===== config.mk =====
export PLATFORM = sky130hd
export DESIGN_NAME = rom_stream_loader
export DESIGN_NICKNAME = d
export VERILOG_FILES = /design/src/rtl/rom_stream_loader.sv
export SDC_FILE = /design/constraint.sdc
export NUM_CORES = 1
export LEC_CHECK = 0
export CAP_MARGIN = 10
export CORE_MARGIN = 5
export CORE_UTILIZATION = 48
export CTS_CLUSTER_DIAMETER = 30
export DETAILED_ROUTE_END_ITERATION = 12
export GPL_ROUTABILITY_DRIVEN = 0
export PLACE_DENSITY = 0.75
export SKIP_LAST_GASP = 1
export SYNTH_ARGS = -nofsm -noshare
export SYNTH_HDL_FRONTEND = slang
export SYNTH_SLANG_ARGS = --single-unit

===== constraint.sdc =====
create_clock -name clk_in -period 2 [get_ports clk_in]
set_input_delay 0.3 -clock clk_in [delete_from_list [all_inputs] [get_ports clk_in]]
set_output_delay 0.3 -clock clk_in [all_outputs]
set_load 0.05 [all_outputs]

===== src/rtl/rom_stream_loader.sv =====
// Fills CHIP-8 memory: an optional 80-byte hex font, then a valid/ready ROM byte stream from LOAD_BASE.
// Latency: each accepted stream byte appears on the registered write port one cycle later; font writes one per cycle.
// Backpressure: s_ready_out is high only in LOAD, so the source stalls during IDLE/FONT/DONE/ERROR.
module rom_stream_loader #(
  parameter int ADDR_W    = 12,
  parameter int MEM_DEPTH = 4096,
  parameter int LOAD_BASE = 'h200,
  parameter int FONT_EN   = 1,
  parameter int FONT_BASE = 'h000
) (
  input  logic              clk_in,
  input  logic              rst_in,
  input  logic              start_in,
  input  logic              s_valid_in,
  input  logic [7:0]        s_data_in,
  input  logic              s_last_in,
  output logic              s_ready_out,
  output logic              mem_we_out,
  output logic [ADDR_W-1:0] mem_addr_out,
  output logic [7:0]        mem_wdata_out,
  output logic              busy_out,
  output logic              rom_ready,
  output logic [ADDR_W:0]   rom_size_out,
  output logic              overflow_err_out
);

  // Bytes of memory available to the ROM image above its base address.
  localparam logic [ADDR_W:0]   CAP   = (ADDR_W+1)'(MEM_DEPTH - LOAD_BASE);
  localparam logic [ADDR_W-1:0] LBASE = ADDR_W'(LOAD_BASE);
  localparam logic [ADDR_W-1:0] FBASE = ADDR_W'(FONT_BASE);
  localparam logic [6:0]        FONT_LAST = 7'd79;

  // Glyphs 0..F, five rows each; byte 0 sits in the most significant position.
  localparam logic [639:0] FONT_ROM = {
    8'hF0, 8'h90, 8'h90, 8'h90, 8'hF0,   // 0
    8'h20, 8'h60, 8'h20, 8'h20, 8'h70,   // 1
    8'hF0, 8'h10, 8'hF0, 8'h80, 8'hF0,   // 2
    8'hF0, 8'h10, 8'hF0, 8'h10, 8'hF0,   // 3
    8'h90, 8'h90, 8'hF0, 8'h10, 8'h10,   // 4
    8'hF0, 8'h80, 8'hF0, 8'h10, 8'hF0,   // 5
    8'hF0, 8'h80, 8'hF0, 8'h90, 8'hF0,   // 6
    8'hF0, 8'h10, 8'h20, 8'h40, 8'h40,   // 7
    8'hF0, 8'h90, 8'hF0, 8'h90, 8'hF0,   // 8
    8'hF0, 8'h90, 8'hF0, 8'h10, 8'hF0,   // 9
    8'hF0, 8'h90, 8'hF0, 8'h90, 8'h90,   // A
    8'hE0, 8'h90, 8'hE0, 8'h90, 8'hE0,   // B
    8'hF0, 8'h80, 8'h80, 8'h80, 8'hF0,   // C
    8'hE0, 8'h90, 8'h90, 8'h90, 8'hE0,   // D
    8'hF0, 8'h80, 8'hF0, 8'h80, 8'hF0,   // E
    8'hF0, 8'h80, 8'hF0, 8'h80, 8'h80    // F
  };

  typedef enum logic [2:0] {
    ST_IDLE  = 3'd0,
    ST_FONT  = 3'd1,
    ST_LOAD  = 3'd2,
    ST_DONE  = 3'd3,
    ST_ERROR = 3'd4
  } state_t;

  state_t              state, state_nxt;
  logic [6:0]          font_idx, font_idx_nxt;
  logic [ADDR_W:0]     count, count_nxt;
  logic                we_nxt;
  logic [ADDR_W-1:0]   addr_nxt;
  logic [7:0]          wdata_nxt;
  logic                ready_nxt;
  logic                err_nxt;
  logic [9:0]          font_bit;
  logic [7:0]          font_byte;
  logic                accept;

  // Stream handshake and status are pure functions of the current state.
  assign s_ready_out  = (state == ST_LOAD);
  assign busy_out     = (state == ST_FONT) || (state == ST_LOAD);
  assign accept       = s_valid_in && s_ready_out;
  assign rom_size_out = count;

  // Font byte lookup: byte i lives at bit offset (79-i)*8 = 632 - 8*i.
  assign font_bit  = 10'd632 - {font_idx, 3'b000};
  assign font_byte = FONT_ROM[font_bit +: 8];

  // State and datapath registers; reset abandons any load in progress.
  always_ff @(posedge clk_in or posedge rst_in) begin
    if (rst_in) begin
      state            <= ST_IDLE;
      font_idx         <= '0;
      count            <= '0;
      mem_we_out       <= 1'b0;
      mem_addr_out     <= '0;
      mem_wdata_out    <= '0;
      rom_ready        <= 1'b0;
      overflow_err_out <= 1'b0;
    end else begin
      state            <= state_nxt;
      font_idx         <= font_idx_nxt;
      count            <= count_nxt;
      mem_we_out       <= we_nxt;
      mem_addr_out     <= addr_nxt;
      mem_wdata_out    <= wdata_nxt;
      rom_ready        <= ready_nxt;
      overflow_err_out <= err_nxt;
    end
  end

  // Next-state and next write-port values; write strobe defaults low every cycle.
  always_comb begin
    state_nxt    = state;
    font_idx_nxt = font_idx;
    count_nxt    = count;
    we_nxt       = 1'b0;
    addr_nxt     = mem_addr_out;
    wdata_nxt    = mem_wdata_out;
    ready_nxt    = rom_ready;
    err_nxt      = overflow_err_out;
    case (state)
      ST_IDLE, ST_DONE, ST_ERROR: begin
        if (start_in) begin
          state_nxt    = (FONT_EN != 0) ? ST_FONT : ST_LOAD;
          font_idx_nxt = '0;
          count_nxt    = '0;
          ready_nxt    = 1'b0;
          err_nxt      = 1'b0;
        end
      end
      ST_FONT: begin
        we_nxt    = 1'b1;
        addr_nxt  = FBASE + ADDR_W'(font_idx);
        wdata_nxt = font_byte;
        if (font_idx == FONT_LAST) begin
          state_nxt = ST_LOAD;
        end else begin
          font_idx_nxt = font_idx + 7'd1;
        end
      end
      ST_LOAD: begin
        if (accept) begin
          if (count == CAP) begin
            // Memory is full: drop the byte rather than wrap onto the font.
            state_nxt = ST_ERROR;
            err_nxt   = 1'b1;
          end else begin
            we_nxt    = 1'b1;
            addr_nxt  = LBASE + count[ADDR_W-1:0];
            wdata_nxt = s_data_in;
            count_nxt = count + 1'b1;
            if (s_last_in) begin
              state_nxt = ST_DONE;
              ready_nxt = 1'b1;
            end
          end
        end
      end
      default: begin
        state_nxt = ST_IDLE;
      end
    endcase
  end

endmodule


==> results.md, run 1 <==
- Clk_lat worst skew: 300 ps
- Sequential-to-total area share from yosys stat: 39.0%
- Synth unique cells: 56
- Placed Cells: 483
- Worst R2R End: font_idx[5]
- Worst-margin pin slew: 551 ps
- Initial Utilization: 49.5%
- Syn nets: 361
- Final hold violations: 0
- Clk buf depth: 2
- ANT nets after route: 0
- H-tree levels: 2
- I/O Pins: 51
- Final #Nets: 451
- Final core occ: 68.8%
- Multi-input gate area: 0.00172 mm^2
- Via count: 2,806
- Maximum vdd drop: 1.01 mV
- Hold Crit Class: in -> async
- Comb power frac: 62.4%
- Wire length per cell: 15.6 um
- Row cnt: 28
- Crit-path slowest cell: or4_4
- Tcrit/Tclk final: 98.6%
- Worst r2r src: font_idx[1]
- DRC: 0
- Cells after Synth: 335
- Die ar.: 0.00781 mm^2
- Part of the power in registers: 24.8%
- PD cells: 1330 mW/mm^2
- Setup crit start kind: flop
- First-pass GRT wire length: 12.5 mm
- CTS root buf: clkbuf_8
- P&R area growth vs syn: 39.1%
- Syn Std Cell Area: 0.00295 mm^2
- Lkg Pwr: 1.82 nW
- Fmax: 0.507 GHz
- Drt total wl: 7.83 mm
- Main synth FF type: dfrtp_1
- Endpoints failing setup: 0
- Gr usage total: 20.2%
- Sw Ratio: 45.3%
- Ys Warns: 0
- Clock Power Share: 12.8%
- Antenna cells: 0
- Largest net degree at the start of global routing: 27
- Die X: 88.4 um
- HPWL Detailed: 5.75 mm
- Area occupied by registers: 0.00115 mm^2
- Psw: 0.00247 W
- Proportion of layout cells with a drive suffix above 1: 23.5%
- Highest cell delay on the worst timing path: 560 ps
- Slew Limit Fails: 0
- Setup Skew: 6.88 ps
- Relative slew slack: 63.2%
- TritonCTS buffer count: 5
- Fillcell total: 462
- Sum Neg Setup Slack: 0 ps
- Synth async-reset ratio: 100%
- Via count of the first global-routing pass: 2,633
- CP required: 2230 ps
- R2R depth: 7
- Internal power: 0.00298 W
- Unrepaired setup endpoints after global routing: true
- Initial DRC count: 234
- Initial antenna violation count: 0
- Reg clk slew, reported paths: 90 ps
- Critical path, cell by cell: buf_4 -> ha_4 -> nand3_2 -> nor3b_4 -> o31a_1 -> or4_4 -> a21oi_2
- Grt total ovfl: 0
- Worst Path Arrival: 2200 ps
- Avg Inst Size Synth: 8.80 um^2
- Area post-placement: 0.00380 mm^2
- #FFs+latches synth: 46
- Final Non-Filler Cells: 501
- Post-CTS Hold Buffers: 0
- Status: complete, no violations
- Core Area: 0.00596 mm^2
- Post-synth EDFFs: 0
- DIE HEIGHT: 88.4 um
- CTS tree: built
- Total of max-cap violations: 0
- Post-layout min period: 1970 ps
- Register-to-register setup slack: 30 ps
- Pre-Repair DR Iteration Count: 5
- Worst-path fanout max: 5
- Via density: 5.60
- Num Clock Sinks: 46
- WHS: 335 ps
- Setup CP Type: reg -> reg
- Crit. End Element: flop
- Port bufs: 50
- Post-route cell area: 0.00410 mm^2
cells in the mapped netlist, types with 4 or more instances:
cell type	count	area, um^2
dfrtp_1	46	1150
nand2_1	43	161
nor2_1	27	101
o21ai_0	26	130
a21oi_1	19	95.1
nand3_1	16	80.1
ha_1	13	163
buf_2	12	60.1
inv_1	11	41.3
xor2_1	9	78.8
mux2i_1	7	70.1
a211oi_1	6	45.0
clkbuf_1	6	22.5
nand4_1	6	37.5
nor2b_1	6	37.5
and2_1	5	31.3
nand2b_1	5	31.3
a31oi_1	4	25.0
and3_1	4	25.0
o31ai_1	4	30.0
or3_1	4	25.0
layer usage:
| layer | global-route usage [%] | share of wire (%) | vias to the layer above |
|---|---|---|---|
| li1 | - | - | 1366 |
| met1 | 29.0 | 46 | 1339 |
| met2 | 31.5 | 48 | 88 |
| met3 | 3.45 | 5.3 | 13 |
| met4 | 5.77 | 0.92 | 0 |
| met5 | 0 | 0 | - |
cells in the final DEF (no fill, tap or decap), types with 5 or more instances in the layout:
master,instances
dfrtp_1,43
clkbuf_8,5
clkdlybuf4s50_1,47
buf_12,5
mux2i_1,7
xor2_1,9
nand3_1,16
a21oi_1,16
o21ai_0,25
inv_1,8
nand2_1,43
nor2_1,27
nor2b_1,6
buf_4,52
nand4_1,6
ha_1,10
nand2b_1,5
and2_1,5
power groups by stage:
stage	clock (W)	combinational [W]	sequential [W]
3_3_place_gp	0	0.00300	0.00136
3_5_place_dp	0	0.00307	0.00137
6_report	0.000698	0.00340	0.00135
5_1_grt	0.000740	0.00371	0.00138
2_1_floorplan	0	0.00153	0.00189
4_1_cts	0.000702	0.00308	0.00135
per-stage QoR:
stage	total power (W)	setup slack [ps]
after floorplan	0.00343	2.70
after global placement	0.00436	-4.51
after detailed placement	0.00444	-29.3
after CTS	0.00514	2.14
after global routing	0.00584	-68.0
final	0.00545	28.9
flip-flops by register name, summed over array words and instances, names as in the netlist:
name / flops
rom_ready: 1
mem_addr_out: 12
mem_we_out: 1
font_idx: 7
mem_wdata_out: 8
overflow_err_out: 1
rom_size_out: 13
state: 3
cell families (layout without fill, tap and decap cells):
family                   after synthesis  after routing  synth area share (%)
AO/OA/AOI/OAI                         81             81                  17.7
flip-flops                            46             46                  39.0
multiplexers                           9              9                  3.14
buffers and inverters                 34            125                  5.73
XOR/XNOR                              10             10                  2.97
AND/OR/NAND/NOR                      142            142                  25.9
adder cells (fa/ha/maj)               13             13                  5.52
worst max-delay path, delay by kind of cell (launching register included):
kind,cells,cell delay (ps)
AND/OR/NAND/NOR,3,700
AO/OA/AOI/OAI,2,470
flip-flops,1,410
buffers and inverters,1,160
adder cells (fa/ha/maj),1,160
how the worst max path moves through the flow:
stage | to | depth (start not counted) | from | slack, ps
global route | font_idx[5] | 7 | font_idx[5] | -70
floorplan | mem_wdata_out[5] | 9 | font_idx[0] | 3
finish | font_idx[5] | 7 | font_idx[1] | 30
detailed placement | font_idx[5] | 6 | start_in | -30
global placement | font_idx[3] | 7 | start_in | -5
CTS | mem_wdata_out[4] | 8 | font_idx[1] | 2
repair_timing:
| item | in CTS | in global routing |
|---|---|---|
| buffers inserted | 0 | 10 |
| pin swaps | 1 | 6 |
| setup endpoints to repair | 2 | 10 |
| gates resized for setup | 1 | 24 |
| gates cloned | 0 | 0 |
| hold endpoints to repair | 0 | 0 |
area by class of cell:
cell class | instances | area share [%]
Clock buffer | 6 | 1.77
Sequential cell | 46 | 28.2
Tap cell | 75 | 2.29
Multi-Input combinational cell | 255 | 42.1
Inverter | 12 | 1.10
Timing Repair Buffer | 105 | 23.7
Clock inverter | 2 | 0.915
(Power assumes the default switching activity.)
==> run 2: changes to the inputs <==
- CTS_CLUSTER_SIZE: not set -> 28
==> results of run 2 <==
The final DEF is identical to that of run 1; final timing and power are the same.
==> run 3: changes to the inputs <==
- CORE_UTILIZATION: 48 -> 53
- CTS_CLUSTER_DIAMETER: 30 -> 200
- PLACE_DENSITY: 0.75 -> 0.79
- clock period: 2 -> 2.2 ns (I/O delays scaled with it)
==> run 3 against run 2 <==
- clock skew shrank 1.4 ps
- combinational power shrank 21%
- flip-flop and latch count is the same
- power shrank 18%
- hold slack gained 57 ps
- utilization shrank 0.33 points
- sequential power shrank 9%
- routed wire length shrank 5.7%
- count of clock-buffer cells in the layout is the same
- global-route usage grew 1.1 points
- clock power shrank 23%
- die area shrank 8.4%
==> results.md, run 3 (same netlist as run 1, synthesis figures left out) <==
- Sum Neg Setup Slack: 0 ps (unchanged)
- Final Non-Filler Cells: 469 (was 501)
- DRC: 0 (unchanged)
- CTS root buf: clkbuf_8 (unchanged)
- Critical path's top delay family: flip-flops (was simple AND/OR/NAND/NOR gates)
- Post-CTS Hold Buffers: 0 (unchanged)
- Final #Nets: 422 (was 451)
- Reg clk slew, reported paths: 80 ps (was 90 ps)
- Post-CTS sizing: 0 (was 1)
- Maximum vdd drop: 0.745 mV (was 1.01 mV)
- Lkg Pwr: 1.66 nW (was 1.82 nW)
- Register-to-register setup slack: 170 ps (was 30 ps)
- Setup CP Type: reg -> out (was reg -> reg)
- P&R area growth vs syn: 27.2% (was 39.1%)
- Worst Path Buf+Inv: 3 (was 1)
- Crit. End Element: output port (was flop)
- Core Area: 0.00547 mm^2 (was 0.00596 mm^2)
- HPWL Detailed: 5.60 mm (was 5.75 mm)
- CP required: 1870 ps (was 2230 ps)
- Relative slew slack: 65.1% (was 63.2%)
- Die X: 84.6 um (was 88.4 um)
- Total of max-cap violations: 0 (unchanged)
- Setup Skew: 5.52 ps (was 6.88 ps)
- Fillcell total: 448 (was 462)
- Grt total ovfl: 0 (unchanged)
- Worst R2R End: font_idx[5] (unchanged)
- Clk buf depth: 2 (unchanged)
- Wire length per cell: 15.7 um (was 15.6 um)
- Postcts setup bufs: 0 (unchanged)
- WL met1: 3.45 mm (was 3.62 mm)
- Port bufs: 50 (unchanged)
- ANT nets after route: 0 (unchanged)
- Initial antenna violation count: 0 (unchanged)
- Worst-margin pin slew: 522 ps (was 551 ps)
- Via count: 2,699 (was 2,806)
- Worst r2r src: font_idx[5] (was font_idx[1])
- CTS tree: built (unchanged)
- Endpoints failing setup: 0 (unchanged)
- Clk_lat worst skew: 290 ps (was 300 ps)
- Multi-input gate area: 0.00163 mm^2 (was 0.00172 mm^2)
- Drt total wl: 7.38 mm (was 7.83 mm)
- Unrepaired setup endpoints after global routing: false (was true)
- Gr usage total: 21.3% (was 20.2%)
- I/O Pins: 51 (unchanged)
- Design Power: 0.00444 W (was 0.00545 W)
- DIE HEIGHT: 84.6 um (was 88.4 um)
- WHS: 391 ps (was 335 ps)
- TritonCTS buffer count: 5 (unchanged)
- Initial Utilization: 53.9% (was 49.5%)
- Area occupied by registers: 0.00115 mm^2 (about the same)
- Final worst slack: 161 ps (was 28.9 ps)
- H-tree levels: 2 (unchanged)
- Pre-Repair DR Iteration Count: 7 (was 5)
- Met2 routed WL: 3.35 mm (was 3.73 mm)
- Slew Limit Fails: 0 (unchanged)
- Hold Crit Class: in -> async (unchanged)
- Proportion of layout cells with a drive suffix above 1: 13.1% (was 23.5%)
- Initial DRC count: 260 (was 234)
- Row cnt: 27 (was 28)
- Commonest non-fill, non-tap cell in the layout: clkdlybuf4s50_1 (was buf_4)
- Most frequent cells in the layout: 48 x clkdlybuf4s50_1, 46 x dfrtp_1, 43 x nand2_1 (was 52 x buf_4, 47 x clkdlybuf4s50_1, 43 x nand2_1, 43 x dfrtp_1, 27 x nor2_1)
- Die ar.: 0.00715 mm^2 (was 0.00781 mm^2)
- Top Layer Used: met4 (unchanged)
- Critical path, cell by cell: or3b_1 -> inv_2 -> buf_4 -> buf_12 (was buf_4 -> ha_4 -> nand3_2 -> nor3b_4 -> o31a_1 -> or4_4 -> a21oi_2)
- Tcrit/Tclk final: 92.7%
- Final hold violations: 0 (unchanged)
- Largest net degree at the start of global routing: 27 (unchanged)
- Max reg flops: 13 (unchanged)
- Setup crit start kind: flop (unchanged)
- Highest cell delay on the worst timing path: 520 ps (was 560 ps)
- Placed Cells: 461 (was 483)
- CP Depth: 4 (was 7)
- Via density: 5.75 (was 5.60)
- Via count of the first global-routing pass: 2,548 (was 2,633)
- Status: complete, no violations (unchanged)
- R2R depth: 7 (unchanged)
- Num Clock Sinks: 46 (unchanged)
- PD cells: 1190 mW/mm^2 (was 1330 mW/mm^2)
- Worst-path fanout max: 10 (was 5)
- Post-layout min period: 2040 ps
- Worst slack at placement: 33.8 ps (was -29.3 ps)
- Worst Path Arrival: 1710 ps (was 2200 ps)
- Fmax: 0.490 GHz
- Crit-path slowest cell: dfrtp_1 (was or4_4)
- Met3 WL post-DR: 496 um (was 411 um)
- Antenna cells: 0 (unchanged)
- First-pass GRT wire length: 12.6 mm (was 12.5 mm)
[run 3: worst max path at each step]
stage          slack [ps]        start               end
3_3_place_gp          110     start_in  rom_size_out[12]
4_1_cts               150  font_idx[5]       font_idx[5]
3_5_place_dp           30     start_in  rom_size_out[12]
5_1_grt                 2  font_idx[0]  mem_wdata_out[4]
6_report              160     state[1]       s_ready_out
2_1_floorplan          60  font_idx[0]  mem_wdata_out[5]
[run 3: power breakdown]
part | switching [W] | internal, W | total [W]
registers | 0.000174 | 0.00106 | 0.00123
logic | 0.00161 | 0.00106 | 0.00268
clock network | 0.000284 | 0.000253 | 0.000536
[run 3: metrics by stage]
step | util (%) | area, um^2
3_3_place_gp | 66.8 | 3650
4_1_cts | 68.5 | 3750
3_5_place_dp | 66.8 | 3650
5_1_grt | 68.5 | 3750
2_1_floorplan | - | 2950
6_report | 68.5 | 3750
[run 3: layout make-up]
class                      count  share of cell area [%]
inverter                      12                    1.20
tap                           72                    2.40
clock buffer                   6                    2.20
multi-input combinational    255                    43.4
clock inverter                 2                   0.334
sequential                    46                    30.7
timing repair buffer          76                    19.8
[run 3: layer usage]
metal	vias to the layer above	global-route usage [%]
met1	1279	31.0
li1	1310	-
met4	0	5.18
met5	-	0
met2	102	32.9
met3	8	3.73
